==> src/rtl/systolic_mem_responder_pkg.sv <==
// Shared types for the systolic memory responder: FSM state encoding and
// the fixed width of host and NPU word addresses.
package SystolicTypes;

  localparam int ADDR_W = 12;

  typedef enum logic [1:0] {
    ST_IDLE  = 2'd0,
    ST_START = 2'd1,
    ST_RUN   = 2'd2
  } sysmem_state_t;

endpackage

==> src/rtl/systolic_mem_responder_if.sv <==
// Host and NPU signal bundle for the systolic memory responder.
// The master modport is the host/NPU side; the slave modport is the responder.
interface systolic_mem_responder_if #(
  parameter int WIDTH = 16
);

  logic                            host_we;
  logic                            host_re;
  logic [SystolicTypes::ADDR_W-1:0] host_addr;
  logic [WIDTH-1:0]                host_wdata;
  logic                            host_start;
  logic [WIDTH-1:0]                host_rdata;
  logic                            host_rvalid;
  logic                            host_ready;

  logic [SystolicTypes::ADDR_W-1:0] act_addr;
  logic                            mem_write;
  logic [WIDTH-1:0]                mem_data_write;
  logic [WIDTH-1:0]                mem_read;
  logic                            new_data;
  logic                            npu_done;

  logic                            timeout;
  logic                            err;

  modport master (
    output host_we, host_re, host_addr, host_wdata, host_start,
    output act_addr, mem_write, mem_data_write, npu_done,
    input  host_rdata, host_rvalid, host_ready, mem_read, new_data,
    input  timeout, err
  );

  modport slave (
    input  host_we, host_re, host_addr, host_wdata, host_start,
    input  act_addr, mem_write, mem_data_write, npu_done,
    output host_rdata, host_rvalid, host_ready, mem_read, new_data,
    output timeout, err
  );

endinterface

==> src/rtl/systolic_mem_responder_ram.sv <==
// Shared word storage for the responder. One write port and one muxed
// address; the read side has a separate output register per requester so
// the NPU read data can hold while the host reads, and vice versa.
// Writes land after the read sample, so a same-address read sees old data.
module sysmem_ram #(
  parameter int WIDTH = 16,
  parameter int DEPTH = 64,
  parameter int IDX_W = 6
) (
  input  logic             clk,
  input  logic             rst,
  input  logic [IDX_W-1:0] addr,
  input  logic             we,
  input  logic [WIDTH-1:0] wdata,
  input  logic             rd_host_en,
  input  logic             rd_npu_en,
  input  logic             rd_zero,
  output logic [WIDTH-1:0] rdata_host,
  output logic [WIDTH-1:0] rdata_npu
);

  logic [WIDTH-1:0] mem [DEPTH];

  // Storage array; deliberately not reset so contents survive rst.
  always_ff @(posedge clk) begin
    if (we) begin
      mem[addr] <= wdata;
    end
  end

  // Registered read data, one holding register per requester.
  always_ff @(posedge clk) begin
    if (rst) begin
      rdata_host <= '0;
      rdata_npu  <= '0;
    end else begin
      if (rd_host_en) begin
        rdata_host <= rd_zero ? '0 : mem[addr];
      end
      if (rd_npu_en) begin
        rdata_npu <= rd_zero ? '0 : mem[addr];
      end
    end
  end

endmodule

==> src/rtl/systolic_mem_responder.sv <==
// Systolic memory responder: arbitrates one word array between a host port
// (IDLE only) and an NPU port (RUN only), launches NPU operations and
// guards each run with a watchdog.
// Optional feature macro: SYSMEM_BOUNDS_CHECK_EN (out-of-range accesses
// flag err and are dropped / read as 0; otherwise addresses wrap).
//
// state    | meaning
// ---------+---------------------------------------------------------
// ST_IDLE  | host owns memory, host_ready=1, waits for host_start
// ST_START | one-cycle new_data pulse to the NPU
// ST_RUN   | NPU owns memory until npu_done or watchdog expiry
module systolic_mem_responder
  import SystolicTypes::*;
#(
  parameter int WIDTH   = 16,
  parameter int DEPTH   = 64,
  parameter int TIMEOUT = 255
) (
  input logic clk,
  input logic rst,
  systolic_mem_responder_if.slave bus
);

  localparam int IDX_W = (DEPTH > 1) ? $clog2(DEPTH) : 1;

  sysmem_state_t     state;
  logic [7:0]        wd_cnt;
  logic              host_ready_q;
  logic              new_data_q;
  logic              timeout_q;
  logic              rvalid_q;

  logic [ADDR_W-1:0] raw_addr;
  logic [WIDTH-1:0]  mux_wdata;
  logic              wr_req;
  logic              rd_host;
  logic              rd_npu;
  logic [IDX_W-1:0]  ram_idx;
  logic              oob;
  logic              start_acc;

  // Owner mux: the host drives the port in IDLE, the NPU in RUN, nobody in START.
  always_comb begin
    raw_addr  = bus.host_addr;
    mux_wdata = bus.host_wdata;
    wr_req    = 1'b0;
    rd_host   = 1'b0;
    rd_npu    = 1'b0;
    case (state)
      ST_IDLE: begin
        wr_req  = bus.host_we;
        rd_host = bus.host_re & ~bus.host_we;
      end
      ST_RUN: begin
        raw_addr  = bus.act_addr;
        mux_wdata = bus.mem_data_write;
        wr_req    = bus.mem_write;
        rd_npu    = 1'b1;
      end
      default: ;
    endcase
  end

  assign start_acc = (state == ST_IDLE) & bus.host_start;

`ifdef SYSMEM_BOUNDS_CHECK_EN
  logic err_q;

  assign oob     = int'(raw_addr) >= DEPTH;
  assign ram_idx = IDX_W'(raw_addr);

  // Sticky out-of-range flag; a fresh start clears history but still
  // records a bad access made in the same cycle.
  always_ff @(posedge clk) begin
    if (rst) begin
      err_q <= 1'b0;
    end else if (start_acc) begin
      err_q <= oob & (wr_req | rd_host);
    end else if (oob & (wr_req | rd_host | rd_npu)) begin
      err_q <= 1'b1;
    end
  end

  assign bus.err = err_q;
`else
  assign oob     = 1'b0;
  assign ram_idx = IDX_W'(int'(raw_addr) % DEPTH);
  assign bus.err = 1'b0;
`endif

  sysmem_ram #(
    .WIDTH (WIDTH),
    .DEPTH (DEPTH),
    .IDX_W (IDX_W)
  ) u_ram (
    .clk        (clk),
    .rst        (rst),
    .addr       (ram_idx),
    .we         (wr_req & ~oob & ~rst),
    .wdata      (mux_wdata),
    .rd_host_en (rd_host),
    .rd_npu_en  (rd_npu),
    .rd_zero    (oob),
    .rdata_host (bus.host_rdata),
    .rdata_npu  (bus.mem_read)
  );

  // Sequencing FSM with watchdog and registered status outputs.
  always_ff @(posedge clk) begin
    if (rst) begin
      state        <= ST_IDLE;
      wd_cnt       <= '0;
      host_ready_q <= 1'b1;
      new_data_q   <= 1'b0;
      timeout_q    <= 1'b0;
      rvalid_q     <= 1'b0;
    end else begin
      rvalid_q   <= rd_host;
      new_data_q <= 1'b0;
      case (state)
        ST_IDLE: begin
          if (bus.host_start) begin
            state        <= ST_START;
            new_data_q   <= 1'b1;
            host_ready_q <= 1'b0;
            timeout_q    <= 1'b0;
          end
        end
        ST_START: begin
          state  <= ST_RUN;
          wd_cnt <= '0;
        end
        ST_RUN: begin
          // npu_done is checked first so a completion on the last allowed
          // cycle never reports a timeout.
          if (bus.npu_done) begin
            state        <= ST_IDLE;
            host_ready_q <= 1'b1;
          end else if (wd_cnt == 8'(TIMEOUT - 1)) begin
            state        <= ST_IDLE;
            host_ready_q <= 1'b1;
            timeout_q    <= 1'b1;
          end else begin
            wd_cnt <= wd_cnt + 8'd1;
          end
        end
        default: begin
          state        <= ST_IDLE;
          host_ready_q <= 1'b1;
        end
      endcase
    end
  end

  assign bus.host_ready  = host_ready_q;
  assign bus.new_data    = new_data_q;
  assign bus.timeout     = timeout_q;
  assign bus.host_rvalid = rvalid_q;

endmodule

==> src/flat_wrapper.sv <==
// flat-port wrapper written by rule: the top's interface ports become plain ports
module systolic_mem_responder_flat import SystolicTypes::*;
#(
  parameter int WIDTH   = 16,
  parameter int DEPTH   = 64,
  parameter int TIMEOUT = 255
)
  (clk, rst, bus_host_we, bus_host_re, bus_host_addr, bus_host_wdata, bus_host_start, bus_act_addr, bus_mem_write, bus_mem_data_write, bus_npu_done, bus_host_rdata, bus_host_rvalid, bus_host_ready, bus_mem_read, bus_new_data, bus_timeout, bus_err);
  systolic_mem_responder_if #(.WIDTH(WIDTH)) bus_i ();
  input logic clk;
  input logic rst;
  input wire logic [$bits(bus_i.host_we)-1:0] bus_host_we;
  input wire logic [$bits(bus_i.host_re)-1:0] bus_host_re;
  input wire logic [$bits(bus_i.host_addr)-1:0] bus_host_addr;
  input wire logic [$bits(bus_i.host_wdata)-1:0] bus_host_wdata;
  input wire logic [$bits(bus_i.host_start)-1:0] bus_host_start;
  input wire logic [$bits(bus_i.act_addr)-1:0] bus_act_addr;
  input wire logic [$bits(bus_i.mem_write)-1:0] bus_mem_write;
  input wire logic [$bits(bus_i.mem_data_write)-1:0] bus_mem_data_write;
  input wire logic [$bits(bus_i.npu_done)-1:0] bus_npu_done;
  output wire logic [$bits(bus_i.host_rdata)-1:0] bus_host_rdata;
  output wire logic [$bits(bus_i.host_rvalid)-1:0] bus_host_rvalid;
  output wire logic [$bits(bus_i.host_ready)-1:0] bus_host_ready;
  output wire logic [$bits(bus_i.mem_read)-1:0] bus_mem_read;
  output wire logic [$bits(bus_i.new_data)-1:0] bus_new_data;
  output wire logic [$bits(bus_i.timeout)-1:0] bus_timeout;
  output wire logic [$bits(bus_i.err)-1:0] bus_err;
  assign bus_i.host_we = bus_host_we;
  assign bus_i.host_re = bus_host_re;
  assign bus_i.host_addr = bus_host_addr;
  assign bus_i.host_wdata = bus_host_wdata;
  assign bus_i.host_start = bus_host_start;
  assign bus_i.act_addr = bus_act_addr;
  assign bus_i.mem_write = bus_mem_write;
  assign bus_i.mem_data_write = bus_mem_data_write;
  assign bus_i.npu_done = bus_npu_done;
  assign bus_host_rdata = bus_i.host_rdata;
  assign bus_host_rvalid = bus_i.host_rvalid;
  assign bus_host_ready = bus_i.host_ready;
  assign bus_mem_read = bus_i.mem_read;
  assign bus_new_data = bus_i.new_data;
  assign bus_timeout = bus_i.timeout;
  assign bus_err = bus_i.err;
  systolic_mem_responder #(.WIDTH(WIDTH), .DEPTH(DEPTH), .TIMEOUT(TIMEOUT)) u_core (.clk(clk), .rst(rst), .bus(bus_i));
endmodule
==> config.mk <==
export PLATFORM = sky130hd
export DESIGN_NAME = systolic_mem_responder_flat
export DESIGN_NICKNAME = d
export VERILOG_FILES = /design/src/rtl/systolic_mem_responder_pkg.sv /design/src/rtl/systolic_mem_responder_if.sv /design/src/rtl/systolic_mem_responder_ram.sv /design/src/rtl/systolic_mem_responder.sv /design/src/flat_wrapper.sv
export SDC_FILE = /design/constraint.sdc
export NUM_CORES = 1
export LEC_CHECK = 0
export ABC_AREA = 1
export BUFFER_PORTS_ARGS = -buffer_cell sky130_fd_sc_hd__buf_2
export CAP_MARGIN = 20
export CORE_MARGIN = 8
export CORE_UTILIZATION = 50
export CTS_BUF_LIST = sky130_fd_sc_hd__clkbuf_2 sky130_fd_sc_hd__clkbuf_4 sky130_fd_sc_hd__clkbuf_8
export DETAILED_ROUTE_END_ITERATION = 10
export HOLD_SLACK_MARGIN = 0.05
export PLACE_DENSITY_LB_ADDON = 0.25
export SLEW_MARGIN = 25
export SYNTH_ARGS = -nofsm -noshare
export SYNTH_HDL_FRONTEND = slang
export SYNTH_HIERARCHICAL = 1
export SYNTH_SLANG_ARGS = --single-unit
==> constraint.sdc <==
create_clock -name clk -period 2.8 [get_ports clk]
set_input_delay 0.42 -clock clk [delete_from_list [all_inputs] [get_ports clk]]
set_output_delay 0.42 -clock clk [all_outputs]
set_load 0.05 [all_outputs]
; ---- After elaboration in Yosys (flattened, before gate mapping)
; Memories as Yosys holds them, arrays and structs flattened.
; Cells that the tools add are included.
[word_totals]
latch_bits = 0
memories = 1
romBits = 0
reg_bits = 46
inputBits = 63
mem_bits_rw = 1024
out_inout_bits = 37
wordCells = 53
[classes]
shifts = 0
n_bitwise = 6
muxes = 21
addsub = 1
reduce_logical = 8
div_mod_pow = 0
eq_ne = 8
magnitude_cmp = 0
multipliers = 0
[mem_list]
columns = name, depth, width, read_ports, rd_clocked_by_memory_dff, write_ports, line
row1 = u_core.u_ram.mem, 64, 16, 1, 0, 1, systolic_mem_responder_ram.sv:22  ; logic [WIDTH-1:0] mem [DEPTH];
[ops]
columns = operator, n
row1 = $mux 16, 1
row2 = $mux 8, 2
row3 = $pmux 8 s2, 1
row4 = $mux 1, 9
row5 = $add 8x1->8 const B, 1
row6 = $eq 8x8->1 const B, 1
row7 = $mux 2, 3
row8 = $mux 6, 1
row9 = $ne 2x2->1 const B, 3
row10 = $pmux 2 s3, 1
row11 = $reduce_and 3->1, 2
row12 = $not 1->1, 4
row13 = $pmux 1 s2, 2
row14 = $reduce_and 4->1, 1
row15 = $reduce_bool 2->1, 2
row16 = $ne 3x2->1 const B, 1
row17 = $pmux 1 s3, 1
row18 = $and 1x1->1, 2
row19 = $eq 2x1->1 const B, 1
row20 = $eq 2x2->1 const B, 1
row21 = $logic_not 2->1, 1
row22 = $ne 2x1->1 const B, 1
row23 = $reduce_and 2->1, 1
row24 = $reduce_or 2->1, 1

; ---- Depth between registers and ports, before layout
[depth]
word_depth = 5
ltp_mapped = 22
depth_no_buf = 18

; ---- By module
; The synthesis kept the hierarchy.
[modules_own_cells]
columns = module, n_inst, seq_area_each_um2, area_per_inst_um2, cells_per_inst
row1 = sysmem_ram, 1, 31390.1, 44511.4, 4359
row2 = systolic_mem_responder, 1, 280.3, 1024.7, 170

; ---- Worst setup path after synthesis
; Ideal clock, no wire load.
[synth_timing]
path_type = register -> register
start = register u_core.state[0]
end = memory u_core.u_ram.mem[0][0] (enable)
setup_ps = 388
path_stages_with_launch = 11
arrival_ps = 2543
t_required_ps = 2412
synth_period_minus_slack_ps = 2931
n_path_buf = 2
setup_slack_ps = -131
cell_sequence = dfxtp_1 inv_1 nand2_4 inv_2 buf_2 nand2_1 nand2_1 nor3_2 clkbuf_1 inv_1 nor2_1
[synth_via]
word_cells_on_any_way = 7
classes_between = eq/ne (1) / mux (4) / bitwise (1) / reduce/logical (1)
[synth_rtl]
columns = element, line
row1 = "start, declared", systolic_mem_responder.sv:26  ; sysmem_state_t state;
row2 = "start signal, assigned", systolic_mem_responder.sv:111  ; state <= ST_IDLE;
row3 = "start signal, assigned", systolic_mem_responder.sv:123  ; state <= ST_START;
row4 = "start signal, assigned", systolic_mem_responder.sv:130  ; state <= ST_RUN;
row5 = $eq 2x2->1, systolic_mem_responder.sv:49  ; case (state)
row6 = $mux 6, systolic_mem_responder.sv:49
row7 = named net u_core.ram_idx[3], systolic_mem_responder.sv:38  ; logic [IDX_W-1:0] ram_idx;
row8 = "end, declared", systolic_mem_responder_ram.sv:22
; The timed path passes the listed nets, and every way through them passes these cells.

; ---- Final worst setup path
[layout_timing]
start = register u_core.state[0]
end = register u_core.u_ram.rdata_npu[2], read port of u_core.u_ram.mem
[layout_via]
elab_chain_cells = 3
word_cells_on_any_way = 4
classes_between = eq/ne (1) / mux (2) / memory (1)
[layout_lines]
columns = element, line
row1 = $eq 2x2->1, systolic_mem_responder.sv:49
row2 = $mux 6, systolic_mem_responder.sv:49
row3 = named net u_core.ram_idx[1], systolic_mem_responder.sv:38
row4 = $mem_v2 64x16, n/a
row5 = "end, declared", systolic_mem_responder_ram.sv:19  ; output logic [WIDTH-1:0] rdata_npu
; The timed path passes the listed nets, and every way through them passes these cells.
; A chain may end at the register's enable or synchronous reset.

==> results.toml <==
[yosys]
synth_top_area_frac = 0.6753
postSynthAreaPerCell_um2 = 10.05
yosys.area.top_type = "edfxtp_1"
yosysWarningCount = 6
yosysSeqAreaShare = 0.6955
synth.top_cells.by_area = "edfxtp_1 68%, nand2_1 24%, dfxtp_1 2.0%"
synth.distinct_cells = 34
post_synth_instance_area_um2 = 45540
postSynthRegisterBits = 1070
syn-instance-count = 4529

[global_routing]
gr-usage-met3 = 0.03290
grt_util_met1 = 0.3211
antenna_found_initial = 2
first_global_vias = 29581
grt-ovfl-total = 0
grt_util_all_layers = 0.2304
grt.busiest_layer = "met2"
grt_first_pass_wirelength_um = 179000
globalRouteMet2Util = 0.3674
grt_start_max_net_pins = 65

[worst_setup_path]
slowest_delay_ns = 0.31
rrSetupSlack_ns = 0.08
end_kind = "register"
ff2ff_path_depth = 17
startpoint_type = "register"
path_cells = "inv_1, nand2_4, buf_4, nand2_1, nand2_8, buf_4, buf_12, nand2_1, nand2_1, nand2_1, nand2_1, nand2_1, nand2_1, nor2_1, nand2_1, nand2_1, a21oi_1"
largest_driver_fanout_on_the_critical_path = 47
worst_endpoint_data_arrival_time_ns = 3.42
critPathMostFrequentCell = "nand2_1"
cpMaxStageDelayCell = "dfxtp_1"
worst-endpoint-required_ns = 3.51
setup.worst_path.class = "reg -> reg"

[cells_and_area]
layout-drive-gt1-share = 0.1358
areaGrowthSynthToFinish_pct = 16.50
instances_no_fill = 6112
fill_cells = 7237
finish.instance_area_um2 = 53050
fin_nets = 4865

[floorplan]
dieHeight_um = 317.8
floorplan.initialDensity = 0.5051
row_count = 110
floorplan.die_area_um2 = 101000
fp.coreArea_um2 = 90150
floorplan.io_pins = 100
die_w_um = 317.8

[placed_design]
dpl_cell_area_um2 = 49380
post-dp-hpwl_um = 70180
gp_congestion = 0.8782
placedCellCount = 5791
portBuffers = 86

[pwr]
seq_power_share = 0.512
power_per_cell_area_nw_per_um2 = 655.7
power.net_switching_w = 0.008979
worst_ir_drop_vdd_v = 0.0004737
switching_share = 0.2581
cellLeakagePower_nw = 22.45
combPwrFrac = 0.113
power.internal_w = 0.02580
pwr-share-clk = 0.376

[sta]
fmax_mhz = 367.9
slew_worst_pin_ns = 0.7933
finalHoldViolations = 0
worst_hold_slack_ns = 0.2324
finalSetupTns_ns = 0
layout_worst_path_cycle_share = 0.9707
rsz0062_at_grt = "true"
final.min_clock_period_ns = 2.718
timing.clock.skew_ns = 0.03079
timing_max_transition_violations_final = 0
max-slew-margin-rel = 0.4706
setup-violations-final = 0

[clock_tree]
tritoncts_num_sinks = 1070
cts_htree_levels = 4
numCtsBuffers = 169
clock_tree_from_tritoncts = "yes"
clock_tree.buffer_depth = 3
clkSlewWorstSetupHoldPaths_ns = 0.06
cts_root_buf = "clkbuf_8"
clkLatencyLatePin_ns = 0.85

[job]
max_cap_violations = 0

[min_path]
holdPathStages = 4
timing.hold.worst.class = "in -> reg"

[route]
finalWirelength_um = 119600
drtIter0Drc = 3064
avgViaCountPerCell = 5.145
drt_drc_violations_left = 0
routed_via_count = 31445
postRouteAntennaNets = 0
wl_per_cell_um = 19.57
drt_pass1_iterations = 5

[run_status]
status = "finished clean"
## cells by family after synthesis
group,after synthesis,synth area share
flip-flops,1070,0.6955
AND/OR/NAND/NOR,3098,0.2589
other,1,0.00008235
XOR/XNOR,1,0.0001924
adder cells (fa/ha/maj),2,0.0005495
AO/OA/AOI/OAI,93,0.01069
buffers and inverters,264,0.03413
## worst paths after layout
check / end / startpoint
setup reg to reg: u_core/u_ram/rdata_npu[2] / u_core/state[0]
setup / recovery: u_core/u_ram/rdata_npu[2] / u_core/state[0]
hold reg to reg: u_core/bus.timeout / u_core/bus.timeout
hold / removal: u_core/u_ram/mem[42][5] / bus_mem_data_write[5]
## cells in the final DEF (no fill, tap or decap), types with 38 or more instances in the layout
cell | netlist | layout
clkbuf_4 | 0 | 54
o21ai_0 | 38 | 38
dfxtp_1 | 46 | 46
buf_2 | 119 | 86
buf_4 | 30 | 97
a21oi_1 | 43 | 43
nor2_1 | 122 | 88
clkinv_1 | 0 | 41
buf_12 | 0 | 119
clkbuf_8 | 0 | 174
nand2_1 | 2927 | 2897
edfxtp_1 | 1024 | 1024
## what timing repair did
action                                 CTS  global route
setup endpoints to repair                0           353
endpoints found under the hold margin   11             0
hold buffers                             6             0
setup buffers                            0             4
gates resized for setup                  0            41
## cell usage after synthesis
| library cell | number |
|---|---|
| a21oi_1 | 43 |
| a21oi_2 | 1 |
| buf_1 | 7 |
| buf_2 | 119 |
| buf_4 | 30 |
| buf_6 | 40 |
| clkbuf_1 | 25 |
| clkbuf_2 | 1 |
| conb_1 | 1 |
| dfxtp_1 | 46 |
| edfxtp_1 | 1024 |
| ha_1 | 2 |
| inv_1 | 37 |
| inv_2 | 5 |
| nand2_1 | 2927 |
| nand2_2 | 4 |
| nand2_4 | 1 |
| nand2_8 | 2 |
| nand3_1 | 23 |
| nand3_2 | 2 |
| nand4_1 | 1 |
| nor2_1 | 122 |
| nor2_2 | 2 |
| nor2_8 | 1 |
| nor3_1 | 3 |
| nor3_2 | 4 |
| nor4_1 | 1 |
| o211ai_1 | 6 |
| o21ai_0 | 38 |
| o21ai_1 | 4 |
| o21bai_1 | 1 |
| or2_1 | 1 |
| or2_2 | 4 |
| xor2_1 | 1 |
## worst max-delay path: cells and delay by family (launching register included)
| family | cells | cell delay (ns) |
|---|---|---|
| AND/OR/NAND/NOR | 12 | 1.50 |
| buffers and inverters | 4 | 0.64 |
| flip-flops | 1 | 0.31 |
| AO/OA/AOI/OAI | 1 | 0.10 |
## metal layers
layer | share of wire | wire length [um] | up-vias
li1 | - | - | 15226
met4 | 0.031 | 3677 | 0
met3 | 0.071 | 8509 | 213
met5 | 0 | 0 | -
met1 | 0.43 | 51500 | 14845
met2 | 0.47 | 55940 | 1161
## area by class of cell
class | count | area (um2) | area share
clock buffers | 228 | 2800 | 0.05279
multi-input cells | 3196 | 12520 | 0.2360
well taps | 1176 | 1471 | 0.02774
repair buffers | 320 | 3850 | 0.07257
diodes | 3 | 7.507 | 0.0001415
clock inverters | 76 | 525.5 | 0.009906
repair inverters | 1 | 11.26 | 0.0002123
flip-flops and latches | 1070 | 31670 | 0.5970
inverters | 42 | 193.9 | 0.003656
## state kept, by name (all words and copies together), names as in the netlist
register,flops
u_core/u_ram/rdata_host,16
u_core/wd_cnt,8
u_core/bus.host_rvalid,1
u_core/state,2
u_core/u_ram/mem,1024
u_core/bus.host_ready,1
u_core/bus.timeout,1
u_core/bus.new_data,1
u_core/u_ram/rdata_npu,16
## power by group through the flow
stage / registers [W] / logic (W) / clock network (W)
final: 0.0178 / 0.00392 / 0.0131
after global routing: 0.0178 / 0.00425 / 0.0139
after CTS: 0.0178 / 0.00380 / 0.0133
after detailed placement: 0.0181 / 0.00378 / 0
after global placement: 0.0181 / 0.00374 / 0
after floorplan: 0.0183 / 0.00215 / 0
## stage by stage
step                      utilization  worst slack (ns)  power [W]
after floorplan                     -           -0.1313    0.02042
after global placement         0.5478            0.1069    0.02187
after detailed placement       0.5478           0.07618    0.02191
after CTS                      0.5854           0.04258    0.03490
after global routing           0.5884          -0.04014    0.03597
final                          0.5885           0.08216    0.03478
Note: power is estimated with default switching activity, not from simulation.
